--- src/rtl/cmd_byte_assembler_pkg.sv ---
// Shared types and constants for the command byte assembler.
// CMD_PARITY_EN adds the S_PAR state to the assembly FSM.
package cmd_asm_pkg;

  localparam int GAP_W = 4;

  typedef enum logic [2:0] {
    S_OP   = 3'd0,
    S_ADDR = 3'd1,
    S_DHI  = 3'd2,
`ifdef CMD_PARITY_EN
    S_DLO  = 3'd3,
    S_PAR  = 3'd4
`else
    S_DLO  = 3'd3
`endif
  } state_t;

  typedef struct packed {
    logic [7:0]  op_code;
    logic [7:0]  address;
    logic [15:0] data;
  } cmd_t;

  localparam logic [7:0]  CMD_RST_OP   = 8'hff;
  localparam logic [7:0]  CMD_RST_ADDR = 8'hff;
  localparam logic [15:0] CMD_RST_DATA = 16'hffff;

  localparam cmd_t CMD_RST = '{
    op_code: CMD_RST_OP,
    address: CMD_RST_ADDR,
    data:    CMD_RST_DATA
  };

  function automatic logic [7:0] cmd_parity(cmd_t c);
    return c.op_code ^ c.address ^ c.data[15:8] ^ c.data[7:0];
  endfunction

endpackage

--- src/rtl/cmd_byte_assembler_if.sv ---
// Byte-stream input and command-strobe output bundle.
// master = assembler side, slave = feeder/consumer side.
interface cmd_byte_assembler_if #(
  parameter int FIFO_DEPTH = 4
);
  localparam int CW = $clog2(FIFO_DEPTH) + 1;

  logic          in_valid;
  logic [7:0]    in_byte;
  logic          in_ready;
  logic          hold;
  logic          enable;
  logic [7:0]    op_code;
  logic [7:0]    address;
  logic [15:0]   data;
  logic [CW-1:0] fifo_count;
  logic          busy;
  logic          err;

  modport master (
    input  in_valid, in_byte, hold,
    output in_ready, enable, op_code, address, data,
    output fifo_count, busy, err
  );

  modport slave (
    output in_valid, in_byte, hold,
    input  in_ready, enable, op_code, address, data,
    input  fifo_count, busy, err
  );

endinterface

--- src/rtl/cmd_byte_assembler_fifo.sv ---
// Command FIFO: power-of-2 depth, registered count, async reset.
// Head entry is readable combinationally while non-empty.
module cmd_fifo
  import cmd_asm_pkg::*;
#(
  parameter int DEPTH = 4,
  localparam int AW = $clog2(DEPTH),
  localparam int CW = AW + 1
) (
  input  logic          clk,
  input  logic          reset,
  input  logic          push,
  input  cmd_t          push_data,
  input  logic          pop,
  output cmd_t          pop_data,
  output logic          full,
  output logic          empty,
  output logic [CW-1:0] count
);

  logic [AW-1:0] wr_ptr_q, wr_ptr_d;
  logic [AW-1:0] rd_ptr_q, rd_ptr_d;
  logic [CW-1:0] count_q, count_d;
  logic          do_push, do_pop;
  cmd_t          mem_q [DEPTH];

  assign full     = (count_q == CW'(DEPTH));
  assign empty    = (count_q == '0);
  assign count    = count_q;
  assign pop_data = mem_q[rd_ptr_q];

  // Pointer and occupancy update
  always_comb begin
    do_push  = push && !full;
    do_pop   = pop && !empty;
    wr_ptr_d = wr_ptr_q;
    rd_ptr_d = rd_ptr_q;
    count_d  = count_q;
    if (do_push) wr_ptr_d = wr_ptr_q + 1'b1;
    if (do_pop)  rd_ptr_d = rd_ptr_q + 1'b1;
    unique case ({do_push, do_pop})
      2'b10:   count_d = count_q + 1'b1;
      2'b01:   count_d = count_q - 1'b1;
      default: count_d = count_q;
    endcase
  end

  // Pointer and occupancy registers
  always_ff @(posedge clk or posedge reset) begin
    if (reset) begin
      wr_ptr_q <= '0;
      rd_ptr_q <= '0;
      count_q  <= '0;
    end else begin
      wr_ptr_q <= wr_ptr_d;
      rd_ptr_q <= rd_ptr_d;
      count_q  <= count_d;
    end
  end

  // Storage write; contents are don't-care until pushed
  always_ff @(posedge clk) begin
    if (do_push) mem_q[wr_ptr_q] <= push_data;
  end

endmodule

--- src/rtl/cmd_byte_assembler.sv ---
// Assembles op/addr/dhi/dlo bytes into commands, queues them, issues strobes.
// CMD_PARITY_EN: trailing XOR parity byte; bad parity drops cmd, pulses err.
module cmd_byte_assembler
  import cmd_asm_pkg::*;
#(
  parameter int FIFO_DEPTH = 4,
  parameter int MIN_GAP    = 0
) (
  input  logic                 clk,
  input  logic                 reset,
  cmd_byte_assembler_if.master bus
);

  localparam int CW = $clog2(FIFO_DEPTH) + 1;

  state_t     state_q, state_d;
  logic [7:0] op_q, op_d;
  logic [7:0] addr_q, addr_d;
  logic [7:0] dhi_q, dhi_d;
`ifdef CMD_PARITY_EN
  logic [7:0] dlo_q, dlo_d;
  logic       err_q, err_d;
`endif

  logic             accept, push, pop;
  logic             full, empty;
  logic [CW-1:0]    count;
  cmd_t             push_cmd, head;
  cmd_t             out_q, out_d;
  logic             en_q, en_d;
  logic [GAP_W-1:0] gap_q, gap_d;

  assign accept = bus.in_valid && !full;

  // Assembly state register
  always_ff @(posedge clk or posedge reset) begin
    if (reset) state_q <= S_OP;
    else       state_q <= state_d;
  end

  // Next assembly state; moves only when a byte is taken
  always_comb begin
    state_d = state_q;
    if (accept) begin
      unique case (state_q)
        S_OP:    state_d = S_ADDR;
        S_ADDR:  state_d = S_DHI;
        S_DHI:   state_d = S_DLO;
`ifdef CMD_PARITY_EN
        S_DLO:   state_d = S_PAR;
        S_PAR:   state_d = S_OP;
`else
        S_DLO:   state_d = S_OP;
`endif
        default: state_d = S_OP;
      endcase
    end
  end

  // Byte capture, push decision and parity check per state
  always_comb begin
    op_d   = op_q;
    addr_d = addr_q;
    dhi_d  = dhi_q;
    push   = 1'b0;
`ifdef CMD_PARITY_EN
    dlo_d    = dlo_q;
    err_d    = 1'b0;
    push_cmd = '{op_code: op_q, address: addr_q,
                 data: {dhi_q, dlo_q}};
`else
    push_cmd = '{op_code: op_q, address: addr_q,
                 data: {dhi_q, bus.in_byte}};
`endif
    if (accept) begin
      unique case (state_q)
        S_OP:    op_d   = bus.in_byte;
        S_ADDR:  addr_d = bus.in_byte;
        S_DHI:   dhi_d  = bus.in_byte;
`ifdef CMD_PARITY_EN
        S_DLO:   dlo_d  = bus.in_byte;
        S_PAR: begin
          if (bus.in_byte == cmd_parity(push_cmd)) push  = 1'b1;
          else                                     err_d = 1'b1;
        end
`else
        S_DLO:   push   = 1'b1;
`endif
        default: ;
      endcase
    end
  end

  // Partial-command byte registers
  always_ff @(posedge clk or posedge reset) begin
    if (reset) begin
      op_q   <= '0;
      addr_q <= '0;
      dhi_q  <= '0;
`ifdef CMD_PARITY_EN
      dlo_q  <= '0;
      err_q  <= 1'b0;
`endif
    end else begin
      op_q   <= op_d;
      addr_q <= addr_d;
      dhi_q  <= dhi_d;
`ifdef CMD_PARITY_EN
      dlo_q  <= dlo_d;
      err_q  <= err_d;
`endif
    end
  end

  cmd_fifo #(
    .DEPTH (FIFO_DEPTH)
  ) u_fifo (
    .clk       (clk),
    .reset     (reset),
    .push      (push),
    .push_data (push_cmd),
    .pop       (pop),
    .pop_data  (head),
    .full      (full),
    .empty     (empty),
    .count     (count)
  );

  // Issue: pop when allowed, strobe one cycle, then enforce the gap
  always_comb begin
    pop   = !empty && !bus.hold && (gap_q == '0);
    en_d  = pop;
    out_d = pop ? head : out_q;
    if (pop)                gap_d = GAP_W'(MIN_GAP);
    else if (gap_q != '0)   gap_d = gap_q - 1'b1;
    else                    gap_d = gap_q;
  end

  // Issue registers; fields reset to the downstream reset image
  always_ff @(posedge clk or posedge reset) begin
    if (reset) begin
      out_q <= CMD_RST;
      en_q  <= 1'b0;
      gap_q <= '0;
    end else begin
      out_q <= out_d;
      en_q  <= en_d;
      gap_q <= gap_d;
    end
  end

  assign bus.in_ready   = !full;
  assign bus.enable     = en_q;
  assign bus.op_code    = out_q.op_code;
  assign bus.address    = out_q.address;
  assign bus.data       = out_q.data;
  assign bus.fifo_count = count;
  assign bus.busy       = (state_q != S_OP) || !empty;
`ifdef CMD_PARITY_EN
  assign bus.err        = err_q;
`else
  assign bus.err        = 1'b0;
`endif

endmodule

--- src/flat_wrapper.sv ---
// flat-port wrapper written by rule: the top's interface ports become plain ports
module cmd_byte_assembler_flat import cmd_asm_pkg::*;
#(
  parameter int FIFO_DEPTH = 4,
  parameter int MIN_GAP    = 0
)
  (clk, reset, bus_in_valid, bus_in_byte, bus_hold, bus_in_ready, bus_enable, bus_op_code, bus_address, bus_data, bus_fifo_count, bus_busy, bus_err);
  cmd_byte_assembler_if #(.FIFO_DEPTH(FIFO_DEPTH)) bus_i ();
  input  logic clk;
  input  logic reset;
  input wire logic [$bits(bus_i.in_valid)-1:0] bus_in_valid;
  input wire logic [$bits(bus_i.in_byte)-1:0] bus_in_byte;
  input wire logic [$bits(bus_i.hold)-1:0] bus_hold;
  output wire logic [$bits(bus_i.in_ready)-1:0] bus_in_ready;
  output wire logic [$bits(bus_i.enable)-1:0] bus_enable;
  output wire logic [$bits(bus_i.op_code)-1:0] bus_op_code;
  output wire logic [$bits(bus_i.address)-1:0] bus_address;
  output wire logic [$bits(bus_i.data)-1:0] bus_data;
  output wire logic [$bits(bus_i.fifo_count)-1:0] bus_fifo_count;
  output wire logic [$bits(bus_i.busy)-1:0] bus_busy;
  output wire logic [$bits(bus_i.err)-1:0] bus_err;
  assign bus_i.in_valid = bus_in_valid;
  assign bus_i.in_byte = bus_in_byte;
  assign bus_i.hold = bus_hold;
  assign bus_in_ready = bus_i.in_ready;
  assign bus_enable = bus_i.enable;
  assign bus_op_code = bus_i.op_code;
  assign bus_address = bus_i.address;
  assign bus_data = bus_i.data;
  assign bus_fifo_count = bus_i.fifo_count;
  assign bus_busy = bus_i.busy;
  assign bus_err = bus_i.err;
  cmd_byte_assembler #(.FIFO_DEPTH(FIFO_DEPTH), .MIN_GAP(MIN_GAP)) u_core (.clk(clk), .reset(reset), .bus(bus_i));
endmodule
--- config.mk ---
export PLATFORM = sky130hd
export DESIGN_NAME = cmd_byte_assembler_flat
export DESIGN_NICKNAME = d
export VERILOG_FILES = /design/src/rtl/cmd_byte_assembler_pkg.sv /design/src/rtl/cmd_byte_assembler_if.sv /design/src/rtl/cmd_byte_assembler_fifo.sv /design/src/rtl/cmd_byte_assembler.sv /design/src/flat_wrapper.sv
export SDC_FILE = /design/constraint.sdc
export NUM_CORES = 1
export LEC_CHECK = 0
export CORE_MARGIN = 3
export CORE_UTILIZATION = 45
export DETAILED_ROUTE_END_ITERATION = 12
export PLACE_DENSITY = 0.65
export RECOVER_POWER = 25
export SLEW_MARGIN = 25
export SYNTH_ARGS = -nofsm -noshare
export SYNTH_HDL_FRONTEND = slang
export SYNTH_SLANG_ARGS = --single-unit
--- constraint.sdc ---
create_clock -name clk -period 3.25 [get_ports clk]
set_input_delay 0.4875 -clock clk [delete_from_list [all_inputs] [get_ports clk]]
set_output_delay 0.4875 -clock clk [all_outputs]
set_load 0.005 [all_outputs]
==> key figures, run 1 <==
Logic synthesis
  – Post-synth top flop: edfxtp_1
  – Synth Register Bits: 198
  – Number of synthesized flops with an enable pin: 128
  – Area leader, netlist: edfxtp_1
  – Simple-Gate Fraction of Synth Area: 2.07%
  – Synth Area in Adders: 1.92%
  – Seq/Total Area, Yosys: 74.6%
  – Mux share of post-synthesis cell area: 18.3%
  – Syn Inst Count: 362
  – Async SR Flop Fraction: 35.4%
  – Yosys warnings: 0
  – Mean post-synth cell area: 20.9 sq um
  – Synth Area in XOR/XNOR: 0.696%
  – Distinct cells, synth: 33
  – Syn_nets: 385
  – Largest family of logic cells by synthesized area: multiplexers
  – Post-synthesis compound-gate area fraction: 0.663%
  – Most frequent cell after synthesis: edfxtp_1
  – Post-synth top cells: 128 x edfxtp_1, 58 x mux2_2, 38 x dfrtp_1
  – Synthesized cell area: 7550 sq um
  – Synth area leaders: edfxtp_1 51%, dfrtp_1 13%, dfstp_2 11%, mux4_2 9.5%, mux2_2 8.6%
  – Top cell type's share of synthesized area: 50.9%

Pwr
  – Pwr/cell area: 919 nW/um^2
  – Cell leakage power: 0.00315 uW
  – Clock power share: 24.7%
  – Pint: 6040 uW
  – Maximum vdd drop: 517 uV
  – Sw power: 2130 uW
  – Comb pwr share: 26.3%
  – Seq pwr share: 49.0%
  – Sw Ratio: 26.0%

Clock network
  – CTS Root Cell: clkbuf_16
  – Post-CTS Repair Setup Buffers: 0
  – Clock buffer depth: 2
  – CTS buffer count: 17
  – CTS tree: yes
  – Worst-path clk slew: 0.07 ns
  – H-tree levels: 4
  – Hold_buf cts: 0
  – Post-cts sizing count: 0
  – Worst skew pair latency: 0.43 ns
  – Clock sinks: 198

Finish
  – Antenna diode count: 0
  – Share of post-route cells with drive strength above 1: 38.4%
  – Synth-to-Final Area Change: 17.6%
  – Final nets: 448
  – Fin cells: 654

Floorplan
  – Die height: 136 um
  – I/O Pins: 51
  – DIE WIDTH: 136 um
  – Die area: 18400 sq um
  – Core Region: 16200 sq um
  – Number of core rows: 46
  – Initial core utilization: 46.7%

Detailed routing
  – Routed len/inst: 19.5 um
  – Drc violations: 0
  – Drt first pass iters: 4
  – WL final: 12.8 mm
  – Via/cell ratio: 5.20
  – DR iter-0 viols: 192
  – Via Count: 3404
  – Final ANT Viol Nets: 0

STA
  – Highest Clock Rate: 376 MHz
  – RSZ-0062 raised after global routing: no
  – Post-Route Skew: 0.00932 ns
  – Fin Hold WS: 0.507 ns
  – Fin crit period: 2.66 ns
  – Final Cycle Share: 81.8%
  – Endpoints failing hold: 0
  – Max-slew violation count: 71
  – Max-slew headroom: -20.2%
  – Worst-Margin Slew: 1.80 ns
  – Total Neg Setup Slack: 0 ns
  – Final setup vio count: 0

Critical path
  – R2R cell count: 10
  – Setup crit end kind: output port
  – CP Launch Type: register
  – Crit path DAT: 2.17 ns
  – Crit path max fanout: 6
  – CP required: 2.76 ns
  – Kind of critical path: reg2out

GRT
  – Initial antenna violation count: 0
  – Pin count of the biggest net entering global routing: 71
  – Vias in the first global route: 3649
  – Total grt overflow: 0
  – GRT Util Overall: 15.3%
  – First-pass GRT wire length: 20.4 mm

Placement
  – Placed Cells: 622
  – Final HPWL from detailed placement: 7.65 mm
  – Port Buffers: 49
  – Placer Congestion: 0.671

Hold path
  – Hold Path Class: reg2reg
  – Hold path cells: 0

Job
  – Max-Cap Viols: 1

Status
  – Outcome: finished, violations left
  – Failing checks: max-capacitance violations, max-slew violations
## cells in the final DEF (no fill, tap or decap), types with 2 or more instances in the layout
master | netlist | routed
dfrtp_1 | 38 | 37
nand2_1 | 2 | 2
and3_1 | 4 | 4
clkinv_2 | 0 | 5
mux4_2 | 32 | 32
edfxtp_1 | 128 | 128
ha_1 | 10 | 10
clkinvlp_4 | 0 | 2
nand3_2 | 3 | 3
clkdlybuf4s50_1 | 0 | 48
nand3_1 | 2 | 2
buf_4 | 1 | 7
inv_6 | 0 | 2
dfstp_2 | 32 | 32
xnor2_1 | 2 | 2
o21ai_0 | 4 | 4
o211ai_1 | 2 | 2
clkbuf_8 | 0 | 2
clkbuf_16 | 0 | 18
xor2_1 | 4 | 4
inv_1 | 11 | 10
mux2_2 | 58 | 58
nor3_1 | 3 | 3
## stage by stage
stage | instance area (sq um) | worst slack [ns] | util (%) | total power [uW]
CTS | 8900 | 0.557 | 55.0 | 8310
finish | 8890 | 0.590 | 54.9 | 8170
global route | 8890 | 0.463 | 54.9 | 8620
global placement | 8320 | 0.879 | 51.5 | 6170
floorplan | 7550 | 0.665 | - | 5320
detailed placement | 8320 | 0.775 | 51.5 | 6280
## layer usage
layer / share of wire (%) / vias up / track usage [%]
met5: 0 / - / 0
met4: 1.5 / 0 / 5.99
met3: 3.3 / 17 / 4.31
met2: 52 / 59 / 25.4
met1: 44 / 1790 / 19.1
li1: - / 1538 / -
## worst paths after layout
kind / start / end / slack, ns
max in group asynchronous: reset / u_core.u_fifo.rd_ptr_q[0] / 0.92
max: u_core.u_fifo.count[2] / bus_busy / 0.59
min in group asynchronous: reset / u_core.addr_q[4] / 1.16
min reg2reg: u_core.op_q[6] / u_core.u_fifo.mem_q[1][30] / 0.51
max reg2reg: u_core.gap_q[0] / u_core.u_fifo.count[2] / 0.85
min: u_core.op_q[6] / u_core.u_fifo.mem_q[1][30] / 0.51
## layout make-up
class,instances,area (sq um)
clock inverters,11,96.3
multi-input cells,139,1790
inverters,11,41.3
well taps,216,270
repair buffers,58,568
fillers,1203,7290
flip-flops and latches,198,5640
clock buffers,21,482
## flip-flops by register name, indices dropped and copies added, names as in the netlist
name / flops
u_core.u_fifo.mem_q: 128
u_core.bus.data: 16
u_core.addr_q: 8
u_core.bus.address: 8
u_core.bus.op_code: 8
u_core.dhi_q: 8
u_core.op_q: 8
u_core.gap_q: 4
u_core.u_fifo.count: 3
u_core.state_q: 2
u_core.u_fifo.rd_ptr_q: 2
u_core.u_fifo.wr_ptr_q: 2
u_core.bus.enable: 1
## cells by family (layout without fill, tap and decap cells)
kind of cell,count (synthesis),in the layout
AOI/OAI and AO/OA,8,8
xor gates and xnor gates,6,6
adders and majority gates,11,11
buffers and inverters,25,101
DFF,198,198
muxes,91,91
other,1,1
and+or+nand+nor,22,22
## power groups by stage
stage	combinational, uW	clock, uW	sequential, uW
after floorplan	1390	0	3930
after global placement	2150	0	4010
after detailed placement	2210	0	4070
after CTS	2220	2070	4020
after global routing	2350	2180	4100
final	2150	2020	4000
## worst max-delay path: stages, from the launching register on
cell,delay [ns]
dfrtp_1,0.42
nor3_1,0.73
nand2_1,0.11
clkdlybuf4s50_1,0.48
Note: power is estimated with default switching activity, not from simulation.
==> inputs of run 2 (changes only) <==
clock period = 2.7 ns   (was 3.25 ns; I/O delays follow)
==> run 2 against run 1 <==
Net effect:
- the run now ends clean
- via count increased by 2.5%
- critical path depth increased by 7
- die area unchanged
- utilization increased by 0.76 points
- total power increased by 23%
- clock skew decreased by 0.0048 ns
- sequential power increased by 19%
- critical endpoint is now u_core.u_fifo.count[2]
- largest cell class unchanged
- highest routed layer unchanged
==> key figures, run 2 (synthesized netlist as in run 1, its figures left out) <==
Status
  – Outcome: completed

Floorplan
  – Number of core rows: 46 (unchanged)
  – Core Region: 16200 sq um (unchanged)
  – I/O Pins: 51 (unchanged)
  – Die area: 18400 sq um (unchanged)
  – DIE WIDTH: 136 um (unchanged)
  – Initial core utilization: 46.7% (unchanged)
  – Die height: 136 um (unchanged)

Detailed routing
  – Via/cell ratio: 5.31 (+2.0%)
  – Via Count: 3488 (+2.5%)
  – Drt first pass iters: 4 (unchanged)
  – Routed len/inst: 19.6 um (+0.62%)
  – DR iter-0 viols: 218 (+14%)
  – WL final: 12.9 mm (+1.1%)
  – Drc violations: 0 (unchanged)
  – Final ANT Viol Nets: 0 (unchanged)

STA
  – Post-Route Skew: 0.00457 ns (-0.00476 ns)
  – Worst-Margin Slew: 0.700 ns (-1.10 ns)
  – Final Cycle Share: 89.0%
  – Final setup vio count: 0 (unchanged)
  – Final Worst Setup Slack: 0.296 ns (-0.294 ns)
  – Max-slew violation count: 0 (-100%)
  – Fin crit period: 2.40 ns
  – Endpoints failing hold: 0 (unchanged)
  – RSZ-0062 raised after global routing: no
  – Fin Hold WS: 0.420 ns (-0.0869 ns)
  – Total Neg Setup Slack: 0 ns (unchanged)
  – Max-slew headroom: 53.3% (+73 points)
  – Highest Clock Rate: 416 MHz

Critical path
  – Reg-to-Reg Start: u_core.gap_q[0]
  – Slowest stage delay, CP: 0.43 ns (-0.30 ns)
  – Buf/Inv on CP: 2 (+1)
  – R2R cell count: 10 (unchanged)
  – Reg-to-Reg End: u_core.u_fifo.count[2]
  – Kind of critical path: reg2reg
  – CP required: 3.05 ns (+0.29 ns)
  – Crit path DAT: 2.75 ns (+0.58 ns)
  – Crit path max fanout: 5 (-1)
  – R2r setup slk: 0.30 ns (-0.55 ns)
  – Setup crit end kind: register
  – Cell-by-cell listing of the critical path: inv_1 -> ha_1 -> or3b_4 -> nor3_4 -> ha_1 -> inv_1 -> fa_1 -> xor2_1 -> nor2_1 -> xor2_1
  – CP Launch Type: register
  – Slowest CP cell: or3b_4
  – CP delay by family, top: adder cells

Pwr
  – Sw power: 2540 uW (+20%)
  – Sw Ratio: 25.3% (-0.67 points)
  – Pint: 7490 uW (+24%)
  – Pwr/cell area: 1110 nW/um^2 (+21%)
  – Maximum vdd drop: 721 uV (+39%)
  – Cell leakage power: 0.00320 uW (+1.5%)
  – Clock power share: 25.7% (+1.0 points)
  – Comb pwr share: 26.9% (+0.6 points)
  – Seq pwr share: 47.4% (-1.6 points)

Clock network
  – CTS Root Cell: clkbuf_16
  – Post-CTS Repair Setup Buffers: 0 (unchanged)
  – Worst-path clk slew: 0.06 ns (about the same)
  – H-tree levels: 4 (unchanged)
  – Hold_buf cts: 0 (unchanged)
  – Clock sinks: 198 (unchanged)
  – CTS buffer count: 17 (unchanged)
  – Worst skew pair latency: 0.42 ns (about the same)
  – Post-cts sizing count: 0 (unchanged)
  – Clock buffer depth: 2 (unchanged)
  – CTS tree: yes

GRT
  – GRT Util Overall: 15.3% (about the same)
  – Vias in the first global route: 3708 (+1.6%)
  – Total grt overflow: 0 (unchanged)
  – Initial antenna violation count: 0 (unchanged)
  – First-pass GRT wire length: 20.6 mm (+0.92%)
  – Pin count of the biggest net entering global routing: 35 (-51%)

Job
  – Max-Cap Viols: 0 (-1)

Placement
  – Post-placement setup slack: 0.287 ns (-0.489 ns)
  – Final HPWL from detailed placement: 7.52 mm (-1.7%)
  – Placed Cells: 625 (+0.48%)
  – Placer Congestion: 0.700 (+4.3%)
  – Port Buffers: 49 (unchanged)

Finish
  – Largest register FFs: 128 (unchanged)
  – Final nets: 451 (+0.67%)
  – Antenna diode count: 0 (unchanged)
  – Fin cells: 657 (+0.46%)
  – Commonest cells after routing, fill and taps aside: 128 x edfxtp_1, 58 x mux2_2, 46 x clkdlybuf4s50_1
  – Commonest non-fill, non-tap cell in the layout: edfxtp_1
  – Share of post-route cells with drive strength above 1: 38.3% (about the same)
  – Top reg by flops: u_core.u_fifo.mem_q
  – Synth-to-Final Area Change: 19.3%

Hold path
  – Hold Path Class: in2async
==> run 2: per-layer routing <==
metal | global-route usage, % | share of wire, % | vias up
met5 | 0 | 0 | -
met4 | 5.49 | 1.6 | 0
met3 | 3.71 | 3.4 | 16
met2 | 24.8 | 50 | 78
met1 | 20.3 | 44 | 1853
li1 | - | - | 1541
==> run 2: power groups by stage <==
| stage | clock network, uW | logic (uW) | registers, uW |
|---|---|---|---|
| 2_1_floorplan | 0 | 1680 | 4730 |
| 3_3_place_gp | 0 | 2720 | 4760 |
| 3_5_place_dp | 0 | 2750 | 4830 |
| 4_1_cts | 2630 | 2770 | 4770 |
| 5_1_grt | 2760 | 2940 | 4850 |
| 6_report | 2570 | 2700 | 4760 |
==> run 2: stage by stage <==
step                      cell area (sq um)  power, uW  utilization (%)
final                                  9010      10000             55.7
after global routing                   9010      10500             55.7
after CTS                              9010      10200             55.7
after detailed placement               8400       7580             51.9
after global placement                 8400       7480             51.9
after floorplan                        7550       6410                -
==> run 2: final cells by class <==
| class | instances | area [sq um] |
|---|---|---|
| clock buffer | 25 | 495 |
| clock inverter | 7 | 118 |
| fill | 1201 | 7160 |
| inverter | 11 | 41.3 |
| multi-input combinational | 139 | 1790 |
| sequential | 198 | 5640 |
| tap | 216 | 270 |
| timing repair buffer | 61 | 656 |
==> run 2: worst max path at each step <==
stage	startpoint	to	slack (ns)	cells after the start
final	u_core.gap_q[0]	u_core.u_fifo.count[2]	0.30	10
after floorplan	u_core.gap_q[0]	u_core.u_fifo.count[2]	0.11	11
after detailed placement	u_core.gap_q[0]	u_core.u_fifo.count[2]	0.29	10
after CTS	u_core.gap_q[0]	u_core.u_fifo.count[2]	0.28	10
after global placement	u_core.gap_q[0]	u_core.u_fifo.count[2]	0.39	10
after global routing	u_core.gap_q[0]	u_core.u_fifo.count[2]	0.16	10
==> run 2: worst reg2reg max path, delay by kind of cell (launching register included) <==
family	cells	cell delay (ns)
flops	1	0.40
fa+ha+maj	3	0.78
buf+inv	2	0.13
simple gates	3	0.72
xor+xnor	2	0.30
